`src/rtl/cv32e40x_aes_issue_ctrl.sv`:
```
// Issue and randomness controller between the core AES interface and the masked AES round datapath.
// Optional RNG repeat health check is built when CV32E40X_AES_RNG_CHECK_EN is defined.
module cv32e40x_aes_issue_ctrl #(
  parameter int MAX_INFLIGHT = 4,
  parameter int X_ID_WIDTH   = 4
) (
  input  logic                  clk,
  input  logic                  reset_n,
  input  logic                  core_valid_i,
  output logic                  core_ready_o,
  input  logic [X_ID_WIDTH-1:0] core_id_i,
  input  logic                  rng_valid_i,
  output logic                  rng_ready_o,
  input  logic [31:0]           rng_data_i,
  output logic                  aes_valid_o,
  input  logic                  aes_ready_i,
  output logic [X_ID_WIDTH-1:0] aes_id_o,
  output logic [7:0]            aes_mask_o,
  output logic [35:0]           aes_rand_o,
  input  logic                  aes_res_valid_i,
  output logic                  aes_res_ready_o,
  output logic                  res_valid_o,
  input  logic                  res_ready_i,
  input  logic                  kill_i,
  output logic                  busy_o,
  output logic                  rng_err_o
);

  typedef enum logic {ST_RUN = 1'b0, ST_DRAIN = 1'b1} state_t;

  localparam logic [3:0] LP_MAX  = 4'(MAX_INFLIGHT);
  localparam logic [6:0] LP_USE  = 7'd44;
  localparam logic [6:0] LP_WORD = 7'd32;

  state_t      r_state;
  logic [95:0] r_pool;
  logic [6:0]  r_cnt;
  logic [3:0]  r_inflight;
  logic [3:0]  r_drain;

  logic        w_run;
  logic        w_can_issue;
  logic        w_issue;
  logic        w_res_hs;
  logic        w_rng_acc;
  logic        w_word_add;
  logic [6:0]  w_base;
  logic [6:0]  w_cnt_next;
  logic [95:0] w_pool_next;
  logic [3:0]  w_inflight_next;

  assign w_run       = (r_state == ST_RUN);
  assign w_can_issue = (r_cnt >= LP_USE) && (r_inflight < LP_MAX) && w_run && !kill_i;

  assign aes_valid_o  = core_valid_i && w_can_issue;
  assign core_ready_o = aes_ready_i && w_can_issue;
  assign aes_id_o     = core_id_i;
  assign aes_mask_o   = r_pool[7:0];
  assign aes_rand_o   = r_pool[43:8];

  assign res_valid_o     = w_run ? aes_res_valid_i : 1'b0;
  assign aes_res_ready_o = w_run ? res_ready_i : 1'b1;

  assign rng_ready_o = (r_cnt <= 7'd64);
  assign busy_o      = (r_inflight != 4'd0) || !w_run;

  assign w_issue   = aes_valid_o && aes_ready_i;
  assign w_res_hs  = aes_res_valid_i && aes_res_ready_o;
  assign w_rng_acc = rng_valid_i && rng_ready_o;

`ifdef CV32E40X_AES_RNG_CHECK_EN
  logic [31:0] r_last;
  logic        r_have_last;
  logic        r_err;
  logic        w_dup;

  // A repeated word would hand the same mask bits to two operations, so it never enters the pool.
  assign w_dup      = w_rng_acc && r_have_last && (rng_data_i == r_last);
  assign w_word_add = w_rng_acc && !w_dup;
  assign rng_err_o  = r_err;

  always_ff @(posedge clk or negedge reset_n) begin
    if (!reset_n) begin
      r_last      <= 32'd0;
      r_have_last <= 1'b0;
      r_err       <= 1'b0;
    end else if (w_rng_acc) begin
      r_last      <= rng_data_i;
      r_have_last <= 1'b1;
      if (w_dup) begin
        r_err <= 1'b1;
      end
    end
  end
`else
  assign w_word_add = w_rng_acc;
  assign rng_err_o  = 1'b0;
`endif

  // Bits above r_cnt are always zero, so a new word can simply be OR-ed in at the fill level.
  assign w_base      = w_issue ? (r_cnt - LP_USE) : r_cnt;
  assign w_pool_next = (w_issue ? (r_pool >> 44) : r_pool)
                     | (w_word_add ? ({64'd0, rng_data_i} << w_base) : 96'd0);
  assign w_cnt_next  = w_base + (w_word_add ? LP_WORD : 7'd0);

  assign w_inflight_next = r_inflight + {3'd0, w_issue} - {3'd0, w_res_hs};

  always_ff @(posedge clk or negedge reset_n) begin
    if (!reset_n) begin
      r_state    <= ST_RUN;
      r_pool     <= 96'd0;
      r_cnt      <= 7'd0;
      r_inflight <= 4'd0;
      r_drain    <= 4'd0;
    end else begin
      r_pool     <= w_pool_next;
      r_cnt      <= w_cnt_next;
      r_inflight <= w_inflight_next;
      if (r_state == ST_RUN) begin
        // A result handshaken in the kill cycle is already excluded from w_inflight_next.
        if (kill_i && (w_inflight_next != 4'd0)) begin
          r_state <= ST_DRAIN;
          r_drain <= w_inflight_next;
        end
      end else begin
        if (w_res_hs) begin
          r_drain <= r_drain - 4'd1;
          if (r_drain == 4'd1) begin
            r_state <= ST_RUN;
          end
        end
      end
    end
  end

endmodule

```
`config.mk`:
```
export PLATFORM = sky130hd
export DESIGN_NAME = cv32e40x_aes_issue_ctrl
export DESIGN_NICKNAME = d
export VERILOG_FILES = /design/src/rtl/cv32e40x_aes_issue_ctrl.sv
export SDC_FILE = /design/constraint.sdc
export NUM_CORES = 1
export LEC_CHECK = 0
export CORE_ASPECT_RATIO = 1.1
export CORE_MARGIN = 10
export CORE_UTILIZATION = 61
export DETAILED_ROUTE_END_ITERATION = 8
export GPL_TIMING_DRIVEN = 0
export PLACE_DENSITY = 0.87
export SYNTH_ARGS = -nofsm -noshare
export SYNTH_HDL_FRONTEND = slang
export SYNTH_SLANG_ARGS = --single-unit
export TNS_END_PERCENT = 10
```
`constraint.sdc`:
```
create_clock -name clk -period 9.6 [get_ports clk]
set_clock_uncertainty 0.15 [all_clocks]
set_input_delay 1.92 -clock clk [delete_from_list [all_inputs] [get_ports clk]]
set_output_delay 1.92 -clock clk [all_outputs]
set_load 0.1 [all_outputs]
```
==> flow_metrics.py <==
metrics = {
    "grt": {
        "grt_max_degree": 71,
        "grt-ovfl-total": 0,
        "first_global_vias": 7280,
        "antenna_found_initial": 0,
        "track_usage_pct": 31.7,
        "grt_pass1_wl_um": 43000,
    },
    "placement": {
        "gp_congestion": 1.07,
        "hpwlAfterDp_um": 21500,
        "preCtsSetupSlack_ps": 2800,
        "placed_cell_area_um2": 8850,
        "post-place-cells": 1091,
        "port_buffers": 92,
    },
    "logic_synthesis": {
        "synth.most_common_cell": "dfrtp_1",
        "synth_nets": 896,
        "synth_top_area_share_pct": 35.7,
        "postSynthAreaPerCell_um2": 9.18,
        "synth_edf_count": 0,
        "yosysWarnings": 0,
        "async_flop_share_pct": 100,
        "netlist_area_um2": 7720,
        "yosysTopAreaCell": "dfrtp_1",
        "syn_inst": 841,
        "synth_common_cells": "dfrtp_1, nor2_1, nand2_1, mux2i_1, buf_4",
        "ys_seq_area_share_pct": 35.7,
        "synth_ff_type": "dfrtp_1",
        "synth_area_leaders": "dfrtp_1, mux2i_1, buf_4",
        "ys_types": 70,
        "ys_seq_elements": 110,
    },
    "setup_path": {
        "slowest_stage": "clkbuf_1",
        "cp.required_ps": 9700,
        "cp-end-kind": "register",
        "crit_path_max_incr_delay_ps": 570,
        "crit_type": "primary input to register",
        "critical_path_peak_fanout": 10,
        "cp.arrival_ps": 6620,
        "crit_chain": "clkdlybuf4s50_1 -> nand3b_1 -> or3_4 -> nor2_4 -> inv_2 -> buf_2 -> buf_1 -> clkbuf_1 -> ha_1 -> inv_1 -> ha_1 -> inv_1 -> fa_1 -> xnor2_1 -> nor3_1 -> a21oi_1 -> a21oi_1 -> a222oi_1",
        "critPathLaunchType": "primary input",
    },
    "timing": {
        "max_slew_margin_pct": 14.2,
        "period_minus_slack_ps": 6520,
        "tightest_slew_ps": 1280,
        "hold_ws_ps": 341,
        "worst_slack_ps": 3080,
        "setup_viol": 0,
        "finalCritPeriodShare_pct": 67.9,
        "tns_ps": 0,
        "final_max_slew_viol_count": 0,
        "timing_hold_violations_final": 0,
        "fmax_mhz": 153,
        "rsz0062_at_grt": "false",
    },
    "clocking": {
        "cts_setup_buffers": 0,
        "clk-insertion-delay-late_ps": 360,
        "clockBufferDepth": 2,
        "cts_hold_buf": 0,
        "clock_sink_count": 110,
        "ctsResizeCount": 0,
        "cts_tree": "built",
        "htreeDepth": 3,
        "cts_root_buf": "clkbuf_16",
        "clk_pin_slew_ps": 70,
        "cts_made_buffers": 9,
    },
    "layout": {
        "drive_gt1_share_pct": 15.7,
        "stdcell_area_um2": 9150,
        "syn_to_final_growth_pct": 18.6,
        "fin_util_pct": 73.3,
        "antenna_cells": 0,
        "final-instance-count-excl-fill": 1106,
        "regArea_um2": 2750,
        "multi_input_area_um2": 4230,
        "fillers": 955,
        "fin_nets": 1000,
    },
    "detailed_routing": {
        "first_pass_iters": 7,
        "routed_wl_um": 28100,
        "ant_nets": 0,
        "post_drt_via_cell_ratio": 6.88,
        "first_iter_violations": 1151,
        "route.vias.total": 7608,
        "drc": 0,
        "post_drt_wl_per_cell_um": 25.4,
    },
    "power": {
        "vdd_drop_max_mv": 0.365,
        "swShare_pct": 53.8,
        "p_leak_nw": 3.90,
        "powerDensity_nw_per_um2": 384,
        "internal_power_mw": 1.63,
        "pwr-share-seq_pct": 23.2,
        "p_clk_share_pct": 10.9,
        "power_switching_mw": 1.89,
        "combPwrFrac_pct": 65.9,
        "totalPowerFinal_mw": 3.52,
    },
    "run_status": {
        "status": "finished clean",
    },
    "die": {
        "rows": 43,
        "dieArea_um2": 17600,
        "start_util_pct": 61.8,
        "core_area_um2": 12500,
        "die_w_um": 127,
        "die_y_um": 138,
        "num_io_pins": 99,
    },
    "flow_run": {
        "drv_cap": 0,
    },
    "hold_path": {
        "hold_class": "register to register",
    },
}
-- sequential cells by signal, summed over array words and instances, names as in the netlist --
| signal | flops |
|---|---|
| r_drain | 4 |
| r_state | 1 |
| r_cnt | 5 |
| r_pool | 96 |
| r_inflight | 4 |
-- final timing paths --
path / startpoint / endpoint / slack (ps) / depth (start not counted)
worst max-delay path: kill_i / r_drain[3] / 3080 / 18
worst min-delay path: r_pool[72] / r_pool[72] / 340 / 2
worst max register to register: r_cnt[3] / r_drain[3] / 4170 / 18
worst min register to register: r_pool[72] / r_pool[72] / 340 / 2
min in group asynchronous: reset_n / r_pool[31] / 1540 / 1
max in group asynchronous: reset_n / r_pool[69] / 7040 / 2
-- power by group through the flow --
| stage | clock (mW) | combinational (mW) | sequential, mW |
|---|---|---|---|
| 2_1_floorplan | 0 | 1.71 | 0.773 |
| 3_3_place_gp | 0 | 2.24 | 0.808 |
| 3_5_place_dp | 0 | 2.26 | 0.816 |
| 4_1_cts | 0.381 | 2.27 | 0.809 |
| 5_1_grt | 0.396 | 2.42 | 0.834 |
| 6_report | 0.385 | 2.32 | 0.815 |
-- critical path, delay by kind of cell --
family	cells	cell delay, ps
adders and majority gates	3	910
and+or+nand+nor	4	500
xor gates and xnor gates	1	250
buffers and inverters	7	2060
AOI/OAI and AO/OA	3	960
-- metal layers --
layer / share of wire, % / track usage (%)
met4: 5.6 / 18.0
met3: 12 / 7.23
met2: 46 / 50.0
met5: 0 / 0
met1: 37 / 39.3
-- layout make-up --
cell class,instances,share of cell area (%)
buffer,109,7.08
clock buffer,11,2.65
clock inverter,4,0.602
inverter,24,0.984
multi-input combinational,598,46.2
sequential,110,30.1
tap,157,2.15
timing repair buffer,93,10.3
-- cells in the final DEF, fill, tap and decap left out, types with 3 or more instances in the layout --
| master | n |
|---|---|
| a22oi_1 | 14 |
| nand3_1 | 17 |
| inv_1 | 22 |
| nor2_1 | 92 |
| buf_4 | 56 |
| buf_2 | 20 |
| o22a_1 | 3 |
| xnor2_1 | 4 |
| a32oi_1 | 4 |
| a221oi_2 | 4 |
| a31oi_1 | 14 |
| and3_1 | 11 |
| nor3_1 | 18 |
| buf_1 | 8 |
| nand3b_1 | 3 |
| nand2_1 | 84 |
| mux2_2 | 19 |
| a221o_1 | 4 |
| o21a_1 | 4 |
| clkdlybuf4s50_1 | 91 |
| o2bb2ai_1 | 8 |
| o22ai_1 | 26 |
| ha_1 | 10 |
| o21ai_0 | 44 |
| a21o_1 | 4 |
| mux2i_1 | 70 |
| nand2b_1 | 4 |
| dfrtp_1 | 110 |
| nor2b_1 | 3 |
| a21oi_1 | 24 |
| o211ai_1 | 11 |
| a221oi_1 | 5 |
| clkbuf_1 | 26 |
| clkbuf_16 | 9 |
| o221ai_1 | 19 |
| a222oi_1 | 5 |
| mux4_2 | 15 |
| a211o_1 | 8 |
| a2bb2oi_1 | 5 |
| a211oi_1 | 5 |
-- cells by family after synthesis --
group	share of synthesized area (%)
and+or+nand+nor	14.8
AOI/OAI and AO/OA	20.7
buffers and inverters	9.56
DFF	35.7
muxes	16.4
adders and majority gates	1.88
xor gates and xnor gates	0.924
other	0.0486
Power figures use the tool's default switching activity.
